--- config.mk ---
export PLATFORM = sky130hd
export DESIGN_NAME = timer_ctrl
export DESIGN_NICKNAME = d
export VERILOG_FILES = /design/src/rtl/timer_pkg.sv /design/src/rtl/timer_regs.sv /design/src/rtl/timer_ctrl.sv
export SDC_FILE = /design/constraint.sdc
export NUM_CORES = 1
export LEC_CHECK = 0
export ABC_CLOCK_PERIOD_IN_PS = 5230
export BUFFER_PORTS_ARGS = -buffer_cell sky130_fd_sc_hd__buf_2
export CORE_ASPECT_RATIO = 1.5
export CORE_MARGIN = 4
export CORE_UTILIZATION = 52
export DETAILED_ROUTE_END_ITERATION = 12
export PLACE_DENSITY = 0.86
export SYNTH_ARGS = -nofsm -noshare
export SYNTH_HDL_FRONTEND = slang
export SYNTH_SLANG_ARGS = --single-unit
--- constraint.sdc ---
create_clock -name clk -period 5.23 [get_ports clk]
set_clock_uncertainty 0.05 [all_clocks]
set_input_delay 1.046 -clock clk [delete_from_list [all_inputs] [get_ports clk]]
set_output_delay 1.046 -clock clk [all_outputs]
set_load 0.1 [all_outputs]
--- src/rtl/timer_pkg.sv ---
// ============================================================================
// timer_pkg -- register map, CTRL bit positions and FSM state codes shared
//              by the timer controller and its register block.
// Revision: 1.0
// ============================================================================
`default_nettype none

package timer_pkg;

  localparam logic [31:0] ADDR_CTRL   = 32'h00;
  localparam logic [31:0] ADDR_DIN    = 32'h04;
  localparam logic [31:0] ADDR_SAT    = 32'h08;
  localparam logic [31:0] ADDR_STATUS = 32'h0C;
  localparam logic [31:0] ADDR_COUNT  = 32'h10;

  localparam int CTRL_START    = 0;
  localparam int CTRL_STOP     = 1;
  localparam int CTRL_UP_DOWN  = 2;
  localparam int CTRL_MODE_LSB = 3;
  localparam int CTRL_ONESHOT  = 6;
  localparam int CTRL_IRQ_EN   = 7;

  typedef enum logic [1:0] {
    ST_IDLE    = 2'd0,
    ST_LOAD    = 2'd1,
    ST_RUN     = 2'd2,
    ST_EXPIRED = 2'd3
  } timer_state_e;

endpackage

`default_nettype wire

--- src/rtl/timer_regs.sv ---
// ============================================================================
// timer_regs -- APB decode, CTRL/DIN/SAT registers, read mux and error flag;
//               emits single-cycle start/stop/irq-clear command pulses.
// Revision: 1.0
// ============================================================================
`default_nettype none

module timer_regs
  import timer_pkg::*;
#(
  parameter int ADDR_W = 5
) (
  input  logic              clk,
  input  logic              rst,
  input  logic              psel,
  input  logic              penable,
  input  logic              pwrite,
  input  logic [ADDR_W-1:0] paddr,
  input  logic [31:0]       pwdata,
  output logic [31:0]       prdata,
  output logic              pslverr,
  input  timer_state_e      state,
  input  logic              irq_pend,
  input  logic [31:0]       count,
  output logic              start_pulse,
  output logic              stop_pulse,
  output logic              irq_clr_pulse,
  output logic              up_down,
  output logic [2:0]        mode,
  output logic              oneshot,
  output logic              irq_en,
  output logic [31:0]       din,
  output logic [31:0]       sat
);

  localparam logic [ADDR_W-1:0] A_CTRL   = ADDR_W'(ADDR_CTRL);
  localparam logic [ADDR_W-1:0] A_DIN    = ADDR_W'(ADDR_DIN);
  localparam logic [ADDR_W-1:0] A_SAT    = ADDR_W'(ADDR_SAT);
  localparam logic [ADDR_W-1:0] A_STATUS = ADDR_W'(ADDR_STATUS);
  localparam logic [ADDR_W-1:0] A_COUNT  = ADDR_W'(ADDR_COUNT);

  logic        sel_ctrl, sel_din, sel_sat, sel_status, sel_count, mapped;
  logic        wr_en, rd_en;
  logic        up_down_q, up_down_d, oneshot_q, oneshot_d, irq_en_q, irq_en_d;
  logic [2:0]  mode_q, mode_d;
  logic [31:0] din_q, din_d, sat_q, sat_d, ctrl_rd;

  always_comb begin
    sel_ctrl   = (paddr == A_CTRL);
    sel_din    = (paddr == A_DIN);
    sel_sat    = (paddr == A_SAT);
    sel_status = (paddr == A_STATUS);
    sel_count  = (paddr == A_COUNT);
    mapped     = sel_ctrl | sel_din | sel_sat | sel_status | sel_count;
    wr_en      = psel & penable & pwrite & mapped;
    rd_en      = psel & penable & ~pwrite;
    pslverr    = psel & penable & ~mapped;
  end

  // Command bits are not stored: they act only in the cycle they are written.
  assign start_pulse   = wr_en & sel_ctrl & pwdata[CTRL_START];
  assign stop_pulse    = wr_en & sel_ctrl & pwdata[CTRL_STOP];
  assign irq_clr_pulse = wr_en & sel_status & pwdata[0];

  always_comb begin
    up_down_d = up_down_q;
    mode_d    = mode_q;
    oneshot_d = oneshot_q;
    irq_en_d  = irq_en_q;
    din_d     = din_q;
    sat_d     = sat_q;
    if (wr_en && sel_ctrl) begin
      up_down_d = pwdata[CTRL_UP_DOWN];
      mode_d    = pwdata[CTRL_MODE_LSB +: 3];
      oneshot_d = pwdata[CTRL_ONESHOT];
      irq_en_d  = pwdata[CTRL_IRQ_EN];
    end
    if (wr_en && sel_din) din_d = pwdata;
    if (wr_en && sel_sat) sat_d = pwdata;
  end

  always_ff @(posedge clk or negedge rst) begin
    if (!rst) begin
      up_down_q <= 1'b0;
      mode_q    <= 3'd0;
      oneshot_q <= 1'b0;
      irq_en_q  <= 1'b0;
      din_q     <= 32'd0;
      sat_q     <= 32'd0;
    end else begin
      up_down_q <= up_down_d;
      mode_q    <= mode_d;
      oneshot_q <= oneshot_d;
      irq_en_q  <= irq_en_d;
      din_q     <= din_d;
      sat_q     <= sat_d;
    end
  end

  always_comb begin
    ctrl_rd                         = 32'd0;
    ctrl_rd[CTRL_UP_DOWN]           = up_down_q;
    ctrl_rd[CTRL_MODE_LSB +: 3]     = mode_q;
    ctrl_rd[CTRL_ONESHOT]           = oneshot_q;
    ctrl_rd[CTRL_IRQ_EN]            = irq_en_q;
  end

  always_comb begin
    prdata = 32'd0;
    if (rd_en) begin
      if (sel_ctrl)        prdata = ctrl_rd;
      else if (sel_din)    prdata = din_q;
      else if (sel_sat)    prdata = sat_q;
      else if (sel_status) prdata = {28'd0, state, (state == ST_RUN), irq_pend};
      else if (sel_count)  prdata = count;
    end
  end

  assign up_down = up_down_q;
  assign mode    = mode_q;
  assign oneshot = oneshot_q;
  assign irq_en  = irq_en_q;
  assign din     = din_q;
  assign sat     = sat_q;

endmodule

`default_nettype wire

--- src/rtl/timer_ctrl.sv ---
// ============================================================================
// timer_ctrl -- APB-programmed sequencer for one counter: start/stop/one-shot
//               FSM, timer_event edge detect and sticky maskable interrupt.
// Revision: 1.0
// ============================================================================
`default_nettype none

module timer_ctrl
  import timer_pkg::*;
#(
  parameter int ADDR_W = 5
) (
  input  logic              clk,
  input  logic              rst,
  input  logic              psel,
  input  logic              penable,
  input  logic              pwrite,
  input  logic [ADDR_W-1:0] paddr,
  input  logic [31:0]       pwdata,
  output logic [31:0]       prdata,
  output logic              pready,
  output logic              pslverr,
  output logic              ctr_load,
  output logic              ctr_enable,
  output logic              ctr_up_down,
  output logic [2:0]        ctr_mode,
  output logic [31:0]       ctr_din,
  output logic [31:0]       ctr_sat,
  input  logic              timer_event,
  input  logic [31:0]       count,
  output logic              irq
);

  timer_state_e state_q, state_d;
  logic evt_q, evt_rise;
  logic irq_pend_q, irq_pend_d;
  logic ctr_load_q, ctr_enable_q;
  logic start_pulse, stop_pulse, irq_clr_pulse, oneshot, irq_en;

  timer_regs #(.ADDR_W(ADDR_W)) u_regs (
    .clk           (clk),
    .rst           (rst),
    .psel          (psel),
    .penable       (penable),
    .pwrite        (pwrite),
    .paddr         (paddr),
    .pwdata        (pwdata),
    .prdata        (prdata),
    .pslverr       (pslverr),
    .state         (state_q),
    .irq_pend      (irq_pend_q),
    .count         (count),
    .start_pulse   (start_pulse),
    .stop_pulse    (stop_pulse),
    .irq_clr_pulse (irq_clr_pulse),
    .up_down       (ctr_up_down),
    .mode          (ctr_mode),
    .oneshot       (oneshot),
    .irq_en        (irq_en),
    .din           (ctr_din),
    .sat           (ctr_sat)
  );

  // Edges outside RUN are dropped so a stale event cannot re-arm the interrupt.
  assign evt_rise = timer_event & ~evt_q & (state_q == ST_RUN);

  always_comb begin
    state_d = state_q;
    unique case (state_q)
      ST_LOAD:    state_d = ST_RUN;
      ST_RUN:     if (evt_rise && oneshot) state_d = ST_EXPIRED;
      default:    state_d = state_q;
    endcase
    if (start_pulse) state_d = ST_LOAD;
    if (stop_pulse)  state_d = ST_IDLE;
  end

  // A new event in the same cycle as a W1C still leaves the interrupt pending.
  always_comb begin
    irq_pend_d = irq_pend_q;
    if (irq_clr_pulse) irq_pend_d = 1'b0;
    if (evt_rise)      irq_pend_d = 1'b1;
  end

  always_ff @(posedge clk or negedge rst) begin
    if (!rst) begin
      state_q      <= ST_IDLE;
      evt_q        <= 1'b0;
      irq_pend_q   <= 1'b0;
      ctr_load_q   <= 1'b0;
      ctr_enable_q <= 1'b0;
    end else begin
      state_q      <= state_d;
      evt_q        <= timer_event;
      irq_pend_q   <= irq_pend_d;
      ctr_load_q   <= (state_d == ST_LOAD);
      ctr_enable_q <= (state_d == ST_RUN);
    end
  end

  assign ctr_load   = ctr_load_q;
  assign ctr_enable = ctr_enable_q;
  assign pready     = 1'b1;
  assign irq        = irq_pend_q & irq_en;

endmodule

`default_nettype wire

## Yosys cells after proc, flatten, opt, wreduce, memory -nomap -nowiden

Index checks and enable logic that the tools add are counted.

- Bits in registers: 76
- Input bits: 75
- Output and inout bits: 105
- Logic and storage cells: 57

- Equality and inequality tests: 8
- Muxes and demuxes: 12
- Bitwise gates (word level): 20
- Reduce and logical (&&, ||, !) cells: 6

Operator list:

| operator | number |
|---|---|
| $mux W32 | 6 |
| $and A1 B1 Y1 | 13 |
| $eq A5 B4 Y1 const B | 2 |
| $mux W2 | 3 |
| $eq A5 B3 Y1 const B | 1 |
| $eq A5 B5 Y1 const B | 1 |
| $logic_not A5 Y1 | 1 |
| $eq A2 B1 Y1 const B | 2 |
| $eq A2 B2 Y1 const B | 2 |
| $logic_and A1 B1 Y1 | 4 |
| $or A1 B1 Y1 | 4 |
| $pmux W2 S2 | 1 |
| $not A1 Y1 | 3 |
| $mux W1 | 2 |
| $reduce_bool A2 Y1 | 1 |

## Longest topological paths before layout

Gate-level depths: netlist (run 1).

- Depth in word-level cells: 11
- Mapped depth: 7
- Mapped depth without buffers: 6

## Hierarchy

From an unflattened synthesis (run 1), not the netlist that was laid out.

- Cell total of the unflattened synthesis: 298
- Area total of the unflattened synthesis: 3,669.8 um2

Modules (own cells, without submodules):

| module | times used | cells each | area an instance (um2) |
|---|---|---|---|
| timer_regs | 1 | 275 | 3,403.3 |
| timer_ctrl | 1 | 23 | 266.5 |

## Worst setup path before layout (run 1)

No wires, ideal clock.

- Kind: input-to-output
- Start point: input paddr[3]
- End point: output prdata[30]
- Arrival: 4.182 ns
- Data required time: 4.134 ns
- Slack: -0.048 ns
- Stages: 6
- Cell sequence: buf_2 -> or4_4 -> nor2_2 -> buf_4 -> a2bb2oi_1 -> nor3_1

- Word-level cells in the longest chain between the ends: 7
- Elaborated cells on any way between the ends: 11

RTL lines:

| element | line | RTL |
|---|---|---|
| start, declared | timer_ctrl.sv:18 | `input logic [ADDR_W-1:0] paddr,` |
| $eq A5 B5 Y1 | timer_regs.sv:53 | `sel_count = (paddr == A_COUNT);` |
| $mux W32 | timer_regs.sv:115 | `else if (sel_count) prdata = count;` |
| $mux W32 | timer_regs.sv:114 | `else if (sel_status) prdata = {28'd0, state, (state == ST_RUN), irq_pend};` |
| $mux W32 | timer_regs.sv:113 | `else if (sel_sat) prdata = sat_q;` |
| $mux W32 | timer_regs.sv:112 | `else if (sel_din) prdata = din_q;` |
| $mux W32 (*) | timer_regs.sv:111 | `if (sel_ctrl) prdata = ctrl_rd;` |
| $mux W32 (*) | timer_regs.sv:110 | `if (rd_en) begin` |
| end, declared | timer_ctrl.sv:20 | `output logic [31:0] prdata,` |

Every way passes the cells marked *; elsewhere a longest branch is shown, timed or not.

## Worst setup path after layout (run 1)

- Start point: input paddr[2]
- End point: output prdata[16]

Same word-level chain as after synthesis.

==> results of run 1 <==
## area by class of cell
| cell class | count | area (um2) | area share (%) |
|---|---|---|---|
| clock inverter | 7 | 67.6 | 1.22 |
| timing repair buffer | 184 | 938 | 16.9 |
| inverter | 8 | 30.0 | 0.541 |
| tap | 105 | 131 | 2.37 |
| multi-input combinational | 248 | 2250 | 40.6 |
| sequential | 76 | 1900 | 34.3 |
| clock buffer | 9 | 225 | 4.06 |
## cells in the mapped netlist, types with 2 or more instances
master and n:
dfrtp_1 76, mux2_4 66, a21oi_1 39, nor2_1 29
nor3_1 27, a2bb2oi_1 24, o21ai_0 16, clkbuf_1 8
inv_1 8, buf_12 6, buf_4 6, a22oi_1 5
nand2_1 5, nor2b_1 5, buf_2 3, mux2_2 3
a21oi_2 2, a311oi_1 2, and2_1 2, buf_6 2
ha_1 2, nand2_2 2, nor2_8 2, o22ai_1 2
## flip-flops by register name, indices dropped and copies added, names as in the netlist
register	count
u_regs.up_down	1
u_regs.mode	3
u_regs.oneshot	1
state_q	2
u_regs.din	32
u_regs.irq_en	1
irq_pend_q	1
ctr_enable	1
ctr_load	1
evt_q	1
u_regs.sat	32
## power breakdown
part	internal [W]	leakage [nW]	switching, W
clock	0.000366	0.137	0.000241
sequential	0.000608	1.04	0.0000161
combinational	0.0000809	1.76	0.000219
## final timing paths
| kind | startpoint | end | slack (ns) | cells past startpoint |
|---|---|---|---|---|
| setup / recovery | paddr[2] | prdata[16] | 1.02 | 6 |
| hold / removal | u_regs.sat[0] | u_regs.sat[0] | 0.48 | 1 |
| setup reg to reg | state_q[1] | ctr_load | 3.71 | 6 |
| hold reg to reg | u_regs.sat[0] | u_regs.sat[0] | 0.48 | 1 |
| max in group asynchronous | rst | u_regs.up_down | 3.70 | 1 |
| min in group asynchronous | rst | u_regs.din[4] | 0.78 | 1 |
## cell families (layout without fill, tap and decap cells)
family	Yosys count	count (layout)	synth area share [%]
compound gates	91	91	13.6
simple gates	84	84	11.0
flops	76	76	44.4
mux	70	70	24.2
buf+inv	34	208	6.22
fa+ha+maj	2	2	0.584
other cells	1	1	0.0875
## per-layer routing
layer | global-route usage, % | wire length [um]
met1 | 28.6 | 4550
met2 | 45.1 | 6560
met3 | 6.73 | 767
met4 | 11.5 | 445
met5 | 0 | 0
## per-stage QoR
| stage | worst slack, ns | cell area (um2) |
|---|---|---|
| after floorplan | 0.470 | 4420 |
| after global placement | 1.12 | 5260 |
| after detailed placement | 1.03 | 5260 |
| after CTS | 1.03 | 5550 |
| after global routing | 0.927 | 5550 |
| final | 1.02 | 5550 |
==> metrics, run 1 <==
Die W between 80 and 90 um; TritonCTS Buffers 9; most frequent cells in the layout 177 x buf_2, 76 x dfrtp_1, 66 x mux2_4, 39 x a21oi_1, 29 x nor2_1; Relative slew margins a little under two fifths; RSZ-0062 raised after global routing false; post-synth top area cell dfrtp_1; antenna viol nets, final 0; Final Util between 60% and 70%; DRC viols 0; Yosys cell types 40; Setup CP Type in -> out; pin slew with the least headroom to its limit 0.947 ns; IO Port Bufs about 180; Worst setup SP type input port; P_leak about 3 nW; Total GRT Usage around 26%; Mapped Area 4290 um2; yosys warns 0; DR vias/cell around 5.8; first-pass GRT wire length 19.2 mm; htree depth 3; clock sinks 76; die area ~10000 um2; max cap viols 0; total global routing overflow 0; # Post-CTS Setup Buffers 0; hold slack 0.479 ns; most used cell, CP buf_2; critical path's slowest cell nand2_2; register area share after synthesis 44.4%; Gate Count Post-Synth about 360; clk root buf clkbuf_16; largest net degree at the start of global routing between 70 and 80; Async SR Flop Fraction between 90% and 100%; critical path arrival ~3.1 ns; # setup viols final 0; total power draw around 0.0015 W; DR iter-0 viols 180; Mean Syn Cell Area between 10 and 15 um2; EDFF count, synth 0; routed len/inst 19.3 um; FILL cells 600; fin nets approximately 600; CTS tree built; Worst Path Max Fanout 26; post-DP HPWL between 8 and 9 mm; post_cts resized 0; antenna violations before repair 0; IR drop worst, VDD approximately 0.0002 V; Placed Cells 621; total wire length 12.3 mm; RD Place Congestion 0.847; CP Cell Sequence buf_2 > or4_4 > nand2b_4 > nand2_2 > nor3_2 > buf_2; commonest non-fill, non-tap cell in the layout buf_2; CTS clock-pin slew for the worst setup and hold paths about 0.060 ns; fmax 0.238 GHz; fin. max-slew vios 0; Yosys reg bits 76; Synth top area share 44.4%; hold buffers post-CTS 0; I/O Pins 180; WP buf/inv 2; clk_lat worst skew around 0.33 ns; vias in the first global route ~3900; final worst path period share between 80% and 90%; total negative setup slack 0 ns; Top FF cell, synth dfrtp_1; CP peak stage delay roughly 0.64 ns; pwr/cell area around 280 nW/um2; drt first pass iters 6; Die H 119 um; Core ar. ~8000 um2; Starting Density 53.5%; Synth-to-Final Area Change 29.4%; post-route insts no fill 637; Crit. End Element output port; Vias 3666; delay-heaviest family, CP simple AND/OR/NAND/NOR gates; status completed; Min-Delay Path Class reg -> reg; Mapped Nets 435; Worst Path Required approximately 4.1 ns; # diodes 0; final hold vios 0; # rows 40; clk buf depth 2; Synth area leaders dfrtp_1 44%, mux2_4 23%, a2bb2oi_1 4.9%, a21oi_1 4.6%, nor3_1 3.2%; crit path time final about 4.2 ns; share of cells above drive strength 1 approximately 60%
Power figures use the tool's default switching activity.
==> run 2: changes to the inputs <==
Settings changed: ABC_CLOCK_PERIOD_IN_PS 5230 to 4200, CORE_UTILIZATION 52 to 49, PLACE_DENSITY 0.86 to 0.82.
Clock period 5.23 ns to 4.2 ns, I/O delays scaled along.
==> run 2 against run 1 <==
Compared with the run above:
- via count grew 0.33%
- sequential cell count is the same
- critical path depth is the same
- non-clock buffer count is the same
- worst setup slack lost 0.38 ns
- count of clock-buffer cells in the layout grew 3
- sequential power grew 25%
- largest power group is now the clock network
- register-to-register slack lost 1.1 ns
==> metrics, run 2 (synthesis gave the netlist of run 1 again) <==
fin nets around 600; # setup viols final 0; IR drop worst, VDD ~0.00025 V; CTS clock-pin slew for the worst setup and hold paths 0.05 ns; most frequent cells in the layout 145 x buf_2, 76 x dfrtp_1, 66 x mux2_4, 33 x a21oi_1, 33 x buf_12; total power draw slightly above 0.002 W; critical path arrival 2.67 ns; critical path's slowest cell nand2_2; DR vias/cell between 5 and 6; hold buffers post-CTS 0; TritonCTS Buffers 9; Sw Ratio between 20% and 30%; Min-Delay Path Class reg -> reg; commonest non-fill, non-tap cell in the layout buf_2; power share of the sequential group 37.8%; total negative setup slack 0 ns; combinational share of power a little under a fifth; Total GRT Usage between 20% and 30%; CP peak stage delay about 0.53 ns; clk buf depth 2; net switching power 0.000579 W; P_int ~0.0015 W; share of cells above drive strength 1 59.4%; Core ar. roughly 8500 um2; Worst setup SP type input port; routed len/inst 20.2 um; antenna viol nets, final 0; Crit. End Element output port; CP Cell Sequence buf_2 > nor2b_2 > nand2_2 > nor2_1 > nor3_2 > buf_12; crit path time final ~3.6 ns; Place WS 0.668 ns; total global routing overflow 0; Die H ~120 um; Relative slew margins about 37%; final worst path period share ~85%; first-pass GRT wire length between 20 and 25 mm; fin. max-slew vios 0; DR iter-0 viols approximately 150; IO Port Bufs around 180; RSZ-0062 raised after global routing false; placed inst area a little under 6000 um2; hold slack roughly 0.47 ns; # Post-CTS Setup Buffers 0; Die W around 84 um; clock power share 43.5%; # diodes 0; fmax between 0.2 and 0.3 GHz; Setup CP Type in -> out; CTS tree built; # rows approximately 40; I/O Pins 180; pin slew with the least headroom to its limit between 0.9 and 1 ns; WP buf/inv 2; Final Cell Area 6120 um2; RD Place Congestion ~0.85; DRC viols 0; final worst slack ~0.64 ns; Starting Density about half; clk root buf clkbuf_16; Worst Path Max Fanout 27; post_cts resized 0; vias in the first global route around 4000; delay-heaviest family, CP simple AND/OR/NAND/NOR gates; Worst Path Required between 3 and 4 ns; final hold vios 0; drt first pass iters 4; antenna violations before repair 0; htree depth 3; clk_lat worst skew 0.33 ns; post-DP HPWL ~9.1 mm; Synth-to-Final Area Change 42.9%; pwr/cell area ~340 nW/um2; largest net degree at the start of global routing a little under 80; clock sinks between 70 and 80; max cap viols 0; die area between 10000 and 15000 um2; total wire length roughly 13 mm; Vias roughly 3700; status completed; P_leak between 3 and 4 nW; FILL cells about 600
## run 2: per-layer routing
layer | vias up | global-route usage (%) | share of wire (%)
met5 | - | 0 | 0
met4 | 0 | 13.9 | 2.8
met3 | 40 | 4.97 | 7.2
met2 | 185 | 44.3 | 53
met1 | 1811 | 27.3 | 37
li1 | 1642 | - | -
## run 2: power by group through the flow
stage               Sequential, W  Combinational (W)  Clock [W]
global placement         0.000789           0.000369          0
floorplan                0.000910           0.000143          0
finish                   0.000778           0.000383   0.000895
global route             0.000780           0.000405   0.000938
CTS                      0.000777           0.000383   0.000908
detailed placement       0.000790           0.000381          0
## run 2: layout make-up
type                            count  area (um2)  share of cell area (%)
Clock buffer                       12         256                    4.19
Clock inverter                      4        95.1                    1.55
Inverter                            8        30.0                   0.490
Multi-Input combinational cell    248        2280                    37.2
Sequential cell                    76        1900                    31.1
Tap cell                          107         134                    2.19
Timing Repair Buffer              184        1430                    23.4
## run 2: metrics by stage
stage / utilization (%) / cells
after global routing: 72.4 / 639
after CTS: 72.4 / 639
final: 72.4 / 639
after detailed placement: 68.2 / 623
after floorplan: - / 358
after global placement: 68.2 / 623
## run 2: path summary, 6_finish.rpt
kind                       slack [ns]  cells past startpoint        endpoint  startpoint
min in group asynchronous        0.59                      1   u_regs.sat[4]         rst
hold reg to reg                  0.47                      2      irq_pend_q       evt_q
setup / recovery                 0.64                      6      prdata[26]    paddr[2]
max in group asynchronous        2.88                      1  u_regs.up_down         rst
setup reg to reg                 2.63                      6      state_q[0]  state_q[1]
hold / removal                   0.47                      2      irq_pend_q       evt_q
## run 2: tightest hold or removal path, stage by stage (launching register included)
cell and delay, ns:
dfrtp_1 0.33, nand3b_1 0.10, nand2_1 0.05
